**src/rtl/arithmetic_ip.sv**
```systemverilog
// Purpose : registered 2-bit arithmetic unit (add / subtract / multiply / divide) selected by M.
// Latency : one cycle from an in_valid edge to the out_valid cycle carrying its result.
// Backpres: none; a new operand set can be accepted every cycle, and outputs hold while in_valid is low.
module arithmetic_ip (
   input  logic       clk,
   input  logic       rst_n,
   input  logic       in_valid,
   input  logic [1:0] A,
   input  logic [1:0] B,
   input  logic [1:0] M,
   output logic [2:0] S,
   output logic       Cout,
   output logic [2:0] Sr,
   output logic       out_valid
);

   localparam logic [1:0] MODE_ADD = 2'b00;
   localparam logic [1:0] MODE_SUB = 2'b01;
   localparam logic [1:0] MODE_MUL = 2'b10;
   localparam logic [1:0] MODE_DIV = 2'b11;

   // Raw results of every operation, computed in parallel and muxed by mode.
   logic [2:0] sum;
   logic [2:0] diff;
   logic [3:0] prod;
   logic [1:0] divisor;
   logic [1:0] quo;
   logic [1:0] rem;
   logic       div_zero;

   logic [2:0] s_nxt;
   logic       cout_nxt;
   logic [2:0] sr_nxt;

   assign sum      = {1'b0, A} + {1'b0, B};
   assign diff     = {1'b0, A} - {1'b0, B};
   assign prod     = {2'b00, A} * {2'b00, B};
   assign div_zero = (B == 2'b00);

   // The divider never sees a zero divisor; the B=0 case is overridden below,
   // so the substituted divisor only keeps the arithmetic free of X.
   assign divisor  = div_zero ? 2'b01 : B;
   assign quo      = A / divisor;
   assign rem      = A % divisor;

   // Select the result for the current mode; every encoding is defined.
   always_comb begin
      s_nxt    = 3'b000;
      cout_nxt = 1'b0;
      sr_nxt   = 3'b000;
      case (M)
         MODE_ADD: begin
            s_nxt    = sum;
            cout_nxt = sum[2];
         end
         MODE_SUB: begin
            s_nxt    = diff;
            cout_nxt = (A < B);
         end
         MODE_MUL: begin
            s_nxt    = prod[2:0];
            cout_nxt = prod[3];
         end
         MODE_DIV: begin
            if (div_zero) begin
               s_nxt    = 3'b111;
               cout_nxt = 1'b1;
               sr_nxt   = {1'b0, A};
            end else begin
               s_nxt    = {1'b0, quo};
               cout_nxt = 1'b0;
               sr_nxt   = {1'b0, rem};
            end
         end
         default: begin
            s_nxt    = 3'b000;
            cout_nxt = 1'b0;
            sr_nxt   = 3'b000;
         end
      endcase
   end

   // Result registers: load on in_valid, otherwise hold the last result.
   always_ff @(posedge clk or negedge rst_n) begin
      if (!rst_n) begin
         S    <= 3'b000;
         Cout <= 1'b0;
         Sr   <= 3'b000;
      end else if (in_valid) begin
         S    <= s_nxt;
         Cout <= cout_nxt;
         Sr   <= sr_nxt;
      end
   end

   // Output strobe: one cycle per accepted operand set; reset drops any pending result.
   always_ff @(posedge clk or negedge rst_n) begin
      if (!rst_n) begin
         out_valid <= 1'b0;
      end else begin
         out_valid <= in_valid;
      end
   end

endmodule

```
**config.mk**
```make
export PLATFORM = sky130hd
export DESIGN_NAME = arithmetic_ip
export DESIGN_NICKNAME = d
export VERILOG_FILES = /design/src/rtl/arithmetic_ip.sv
export SDC_FILE = /design/constraint.sdc
export NUM_CORES = 1
export LEC_CHECK = 0
export ABC_CLOCK_PERIOD_IN_PS = 800
export CORE_MARGIN = 2
export CORE_UTILIZATION = 30
export CTS_CLUSTER_DIAMETER = 100
export DETAILED_ROUTE_END_ITERATION = 8
export HOLD_SLACK_MARGIN = 0.03
export PLACE_DENSITY_LB_ADDON = 0.2
export SLEW_MARGIN = 10
export SYNTH_ARGS = -nofsm -noshare
export SYNTH_HDL_FRONTEND = slang
export SYNTH_SLANG_ARGS = --single-unit
```
**constraint.sdc**
```tcl
create_clock -name clk -period 0.8 [get_ports clk]
set_input_delay 0.24 -clock clk [delete_from_list [all_inputs] [get_ports clk]]
set_output_delay 0.24 -clock clk [all_outputs]
set_load 0.02 [all_outputs]
```
==> impl_metrics.env, run 1 <==
export IMPL_yosys_warnings=0
export IMPL_synth_top_cell_by_area="dfrtp_1"
export IMPL_crit_arrival_ns=1.94
export IMPL_pwr_share_seq=0.309
export IMPL_worstSkewPairLatency_ns=0.25
export IMPL_synth_flop_cell="dfrtp_1"
export IMPL_cts_buffers=3
export IMPL_tns_ns=-5.84
export IMPL_grt_use_total=0.126
export IMPL_grt_pass1_wl_um=2430
export IMPL_p_total_mw=1.35
export IMPL_grt_pass1_vias=603
export IMPL_synthCells=76
export IMPL_first_iter_violations=5
export IMPL_pin_count=17
export IMPL_clock_root_buffer="clkbuf_4"
export IMPL_synthTopCellsByArea="dfrtp_1 26%, ha_1 15%, fa_1 9.0%"
export IMPL_max_clock_path_buffers=2
export IMPL_stdcell_count=139
export IMPL_die_area_sq_um=2610
export IMPL_fmax_mhz=562
export IMPL_min_path_type="input pin to async pin"
export IMPL_grt_max_degree=11
export IMPL_synth_avg_cell_area_sq_um=8.76
export IMPL_totalWireLength_um=1470
export IMPL_viasPerCell=4.46
export IMPL_syn_area_sq_um=666
export IMPL_grt_overflow=0
export IMPL_port_buffer_count=15
export IMPL_ir_drop_v=0.00111
export IMPL_synth_edf_count=0
export IMPL_syn_to_final_growth_pct=67.7
export IMPL_cap_violations=0
export IMPL_drt_first_pass_iters=4
export IMPL_die_y_um=51.1
export IMPL_yosysMostFrequentCell="nor2_1"
export IMPL_pwr_share_comb=0.454
export IMPL_setup_slack_ns=-0.980
export IMPL_nets=132
export IMPL_finClkSkew_ns=0
export IMPL_gp_congestion=0.736
export IMPL_async_reset_ff_frac=1.00
export IMPL_finalWorstPathRequiredPeriod_ns=1.78
export IMPL_dpl_cell_count=130
export IMPL_yosysSeqAreaShare=0.263
export IMPL_die_w_um=51.1
export IMPL_placed_area_sq_um=1020
export IMPL_fin_util=0.520
export IMPL_whs_ns=0.261
export IMPL_drc=0
export IMPL_slew_violations=0
export IMPL_mappedNetlistNets=96
export IMPL_p_leak_nw=0.502
export IMPL_dp_hpwl_um=1220
export IMPL_r2r_setup_slack_ns=-0.08
export IMPL_status="finished with violations"
export IMPL_grt_setup_unrepaired="true"
export IMPL_crit_path_end_kind="register"
export IMPL_start_util=0.310
export IMPL_critPathKind="input pin to register"
export IMPL_synth_top_area_frac=0.263
export IMPL_antenna_left=0
export IMPL_swShare=0.323
export IMPL_finalSetupViolCount=13
export IMPL_cp_max_fo=3
export IMPL_clkSinkCount=7
export IMPL_synthTopCellsByCount="9 x nor2_1, 8 x ha_1, 8 x inv_1, 7 x dfrtp_1"
export IMPL_finalCritPeriodShare=2.23
export IMPL_htree_levels=1
export IMPL_design_area_sq_um=1120
export IMPL_pwr_density_cell_nw_per_um2=1210
export IMPL_violations="setup timing"
export IMPL_antenna_cells=0
export IMPL_wl_per_cell_um=10.6
export IMPL_pre_cts_slack_ns=-1.68
export IMPL_core_sq_um=2150
export IMPL_hold_viol=0
export IMPL_clkTransAtPathRegs_ns=0.05
export IMPL_drive_above_1_share=0.514
export IMPL_antenna_found_initial=0
export IMPL_std_cell_rows=17
export IMPL_required_ns=0.96
export IMPL_p_int_uw=915
export IMPL_ys_ff_latch=7
export IMPL_cp_start_kind="input pin"
export IMPL_vias=620
export IMPL_cts_tree="built"
export IMPL_postCtsHoldBufs=0
export IMPL_p_sw_uw=435
export IMPL_yosysUniqueCellTypes=29
export IMPL_p_clk_frac=0.237
[kinds of logic after synthesis]
group	share of synthesized area
flip-flops	0.263
other	0.00563
AND/OR/NAND/NOR	0.177
adder cells (fa/ha/maj)	0.241
multiplexers	0.0150
AO/OA/AOI/OAI	0.205
buffers and inverters	0.0940
[repair_timing]
action / in CTS / in global routing
buffers inserted: 3 / 2
pin swaps: 11 / 5
setup endpoints to repair: 13 / 13
resized for setup: 63 / 2
[metal layers]
layer,vias up,track usage,wire (um)
met4,0,0.00450,0
met5,-,0,0
met1,289,0.147,607
li1,319,-,-
met2,12,0.223,789
met3,0,0.0556,76
[power by group through the flow]
stage | sequential (mW) | clock (mW) | combinational [mW]
after floorplan | 0.463 | 0 | 0.253
after global placement | 0.415 | 0 | 0.548
after detailed placement | 0.416 | 0 | 0.554
after CTS | 0.418 | 0.335 | 0.600
after global routing | 0.421 | 0.348 | 0.671
final | 0.418 | 0.319 | 0.613
[state kept, by name, summed over array words and instances, names as in the netlist]
name	cells
out_valid	1
Cout	1
Sr	2
S	3
[layout by cell type, fill, tap and decap left out, types with 2 or more instances in the layout]
cell	instances
buf_4	20
buf_6	10
nor2_1	8
dfrtp_1	7
inv_1	5
o21ai_1	5
a21oi_1	5
ha_4	5
clkdlybuf4s50_1	4
inv_2	3
fa_2	3
ha_1	3
clkbuf_4	3
nor2b_1	2
a31oi_1	2
nand3_1	2
nor2_2	2
o22ai_1	2
nand2_1	2
buf_2	2
[final cells by class]
class	count	area [sq um]
Tap cell	28	35.0
Sequential cell	7	175
Fill cell	205	1030
Inverter	9	46.3
Clock buffer	4	26.3
Multi-Input combinational cell	55	520
Timing Repair Buffer	36	313
[worst max-delay path, stage by stage]
cell	delay [ns]
buf_6	0.09
or2b_1	0.23
inv_2	0.07
ha_4	0.20
a22oi_4	0.20
ha_1	0.29
a21boi_4	0.18
nor2_2	0.06
and2_1	0.14
o32ai_2	0.23
[path summary, 6_finish.rpt]
kind,start,end,cells past startpoint
hold / removal,rst_n,S[2],2
max in group asynchronous,rst_n,out_valid,2
setup / recovery,B[0],Sr[0],10
hold reg to reg,S[0],S[0],2
min in group clk,A[0],Sr[0],4
setup reg to reg,S[2],S[2],4
Power figures use the tool's default switching activity.
==> inputs of run 2 (changes only) <==
- CTS_BUF_LIST: not set -> sky130_fd_sc_hd__clkbuf_8 sky130_fd_sc_hd__clkbuf_16
- GPL_ROUTABILITY_DRIVEN: not set -> 1
==> run 2 against run 1 <==
Against the previous run:
- the flow still finishes with violations (setup timing)
- final cell count is the same
- die area is the same
- setup slack got worse by 0.027 ns
- sequential share of layout area down 0.26 points
- largest power group unchanged
==> impl_metrics.env, run 2 (synthesized netlist as in run 1, its figures left out) <==
export IMPL_final_cell_mix="20 x buf_4, 10 x buf_6, 8 x nor2_1"
export IMPL_postCtsHoldBufs=0
export IMPL_start_util=0.310
export IMPL_cp_max_fo=3
export IMPL_cts_tree="built"
export IMPL_htree_levels=1
export IMPL_core_sq_um=2150
export IMPL_die_w_um=51.1
export IMPL_cap_violations=0
export IMPL_crit_path_end_kind="register"
export IMPL_first_iter_violations=5
export IMPL_grt_setup_unrepaired="true"
export IMPL_cts_buffers=3
export IMPL_clkSinkCount=7
export IMPL_reg_top3="S: 3 flops, Sr: 2 flops"
export IMPL_slew_violations=0
export IMPL_grt_max_degree=11
export IMPL_die_area_sq_um=2610
export IMPL_clock_root_buffer="clkbuf_8"
export IMPL_finClkSkew_ns=0
export IMPL_min_path_type="input pin to async pin"
export IMPL_wl_per_cell_um=10.6
export IMPL_drc=0
export IMPL_cp_start_kind="input pin"
export IMPL_final_common_cell="buf_4"
export IMPL_nets=132
export IMPL_antenna_cells=0
export IMPL_critPathKind="input pin to register"
export IMPL_die_y_um=51.1
export IMPL_finalWorstPathRequiredPeriod_ns=1.81
export IMPL_drt_first_pass_iters=4
export IMPL_fin_util=0.528
export IMPL_drive_above_1_share=0.514
export IMPL_violations="setup timing"
export IMPL_finalSetupViolCount=13
export IMPL_totalWireLength_um=1470
export IMPL_fmax_mhz=553
export IMPL_finalCritPeriodShare=2.26
export IMPL_pin_count=17
export IMPL_port_buffer_count=15
export IMPL_n_fill_cell=204
export IMPL_grt_pass1_wl_um=2440
export IMPL_antenna_left=0
export IMPL_regMostFlops="S"
export IMPL_status="finished with violations"
export IMPL_grt_pass1_vias=605
export IMPL_seq_area_sq_um=175
export IMPL_worstSkewPairLatency_ns=0.22
export IMPL_p_leak_nw=0.514
export IMPL_antenna_found_initial=0
export IMPL_pwr_density_cell_nw_per_um2=1330
export IMPL_required_ns=0.90
export IMPL_syn_to_final_growth_pct=70.5
export IMPL_ir_drop_v=0.00121
export IMPL_dp_hpwl_um=1220
export IMPL_crit_arrival_ns=1.91
export IMPL_grt_overflow=0
export IMPL_tns_ns=-5.80
export IMPL_multi_input_area_sq_um=520
export IMPL_gp_congestion=0.736
export IMPL_hold_viol=0
export IMPL_largest_reg_flops=3
export IMPL_std_cell_rows=17
export IMPL_setup_slack_ns=-1.01
export IMPL_vias=622
export IMPL_max_clock_path_buffers=2
export IMPL_grt_use_total=0.126
export IMPL_clkTransAtPathRegs_ns=0.04
export IMPL_r2r_setup_slack_ns=-0.08
export IMPL_viasPerCell=4.47
-- run 2: cell count changes in the layout (fill, tap and decap cells not counted), sizes merged --
cell | previous run | this run
clkbuf | 4 | 3
inv | 9 | 10
-- run 2: metrics by stage --
step / cell area [sq um] / hold slack, ns / power [mW] / instances / setup WS, ns
finish: 1130 / 0.288 / 1.51 / 139 / -1.01
global route: 1130 / 0.294 / 1.61 / 139 / -1.09
floorplan: 743 / -0.0556 / 0.716 / 76 / -1.09
global placement: 1020 / 0.521 / 0.963 / 130 / -1.62
detailed placement: 1020 / 0.526 / 0.969 / 130 / -1.68
CTS: 1100 / 0.289 / 1.51 / 137 / -1.07
-- run 2: final timing paths --
check	start	endpoint	cells after the start
setup / recovery	B[0]	Sr[0]	11
hold / removal	rst_n	S[2]	2
setup reg to reg	S[2]	S[2]	4
hold reg to reg	S[0]	S[0]	2
max in group asynchronous	rst_n	out_valid	2
min in group clk	A[0]	Sr[0]	4
-- run 2: cell type report --
cell class	count	share of cell area
clock buffers	3	0.0364
clock inverters	1	0.00331
inverters	9	0.0408
multi-input cells	55	0.459
flip-flops and latches	7	0.154
well taps	28	0.0309
repair buffers	36	0.276
-- run 2: what timing repair did --
item | CTS | global route
gates resized for setup | 63 | 2
endpoints found under the setup margin | 13 | 13
buffers inserted | 3 | 2
pin swaps | 11 | 5
-- run 2: worst max-delay path: stages --
cell	delay, ns
buf_6	0.09
or2b_1	0.23
inv_2	0.07
ha_4	0.20
a22oi_4	0.20
inv_2	0.05
fa_2	0.32
a21boi_4	0.15
nor2_2	0.12
and2_1	0.15
o32ai_2	0.08
-- run 2: report_power, final --
part | switching, mW | internal, mW | total, mW
Combinational | 0.281 | 0.332 | 0.613
Clock | 0.148 | 0.331 | 0.479
Sequential | 0.0250 | 0.394 | 0.419
Total | 0.453 | 1.06 | 1.51
-- run 2: layer usage --
layer / routed length [um] / part of all wire / vias to the layer above / track usage
li1: - / - / 320 / -
met1: 610 / 0.41 / 290 / 0.148
met2: 784 / 0.53 / 12 / 0.223
met3: 78 / 0.053 / 0 / 0.0556
met4: 0 / 0 / 0 / 0.00450
met5: 0 / 0 / - / 0
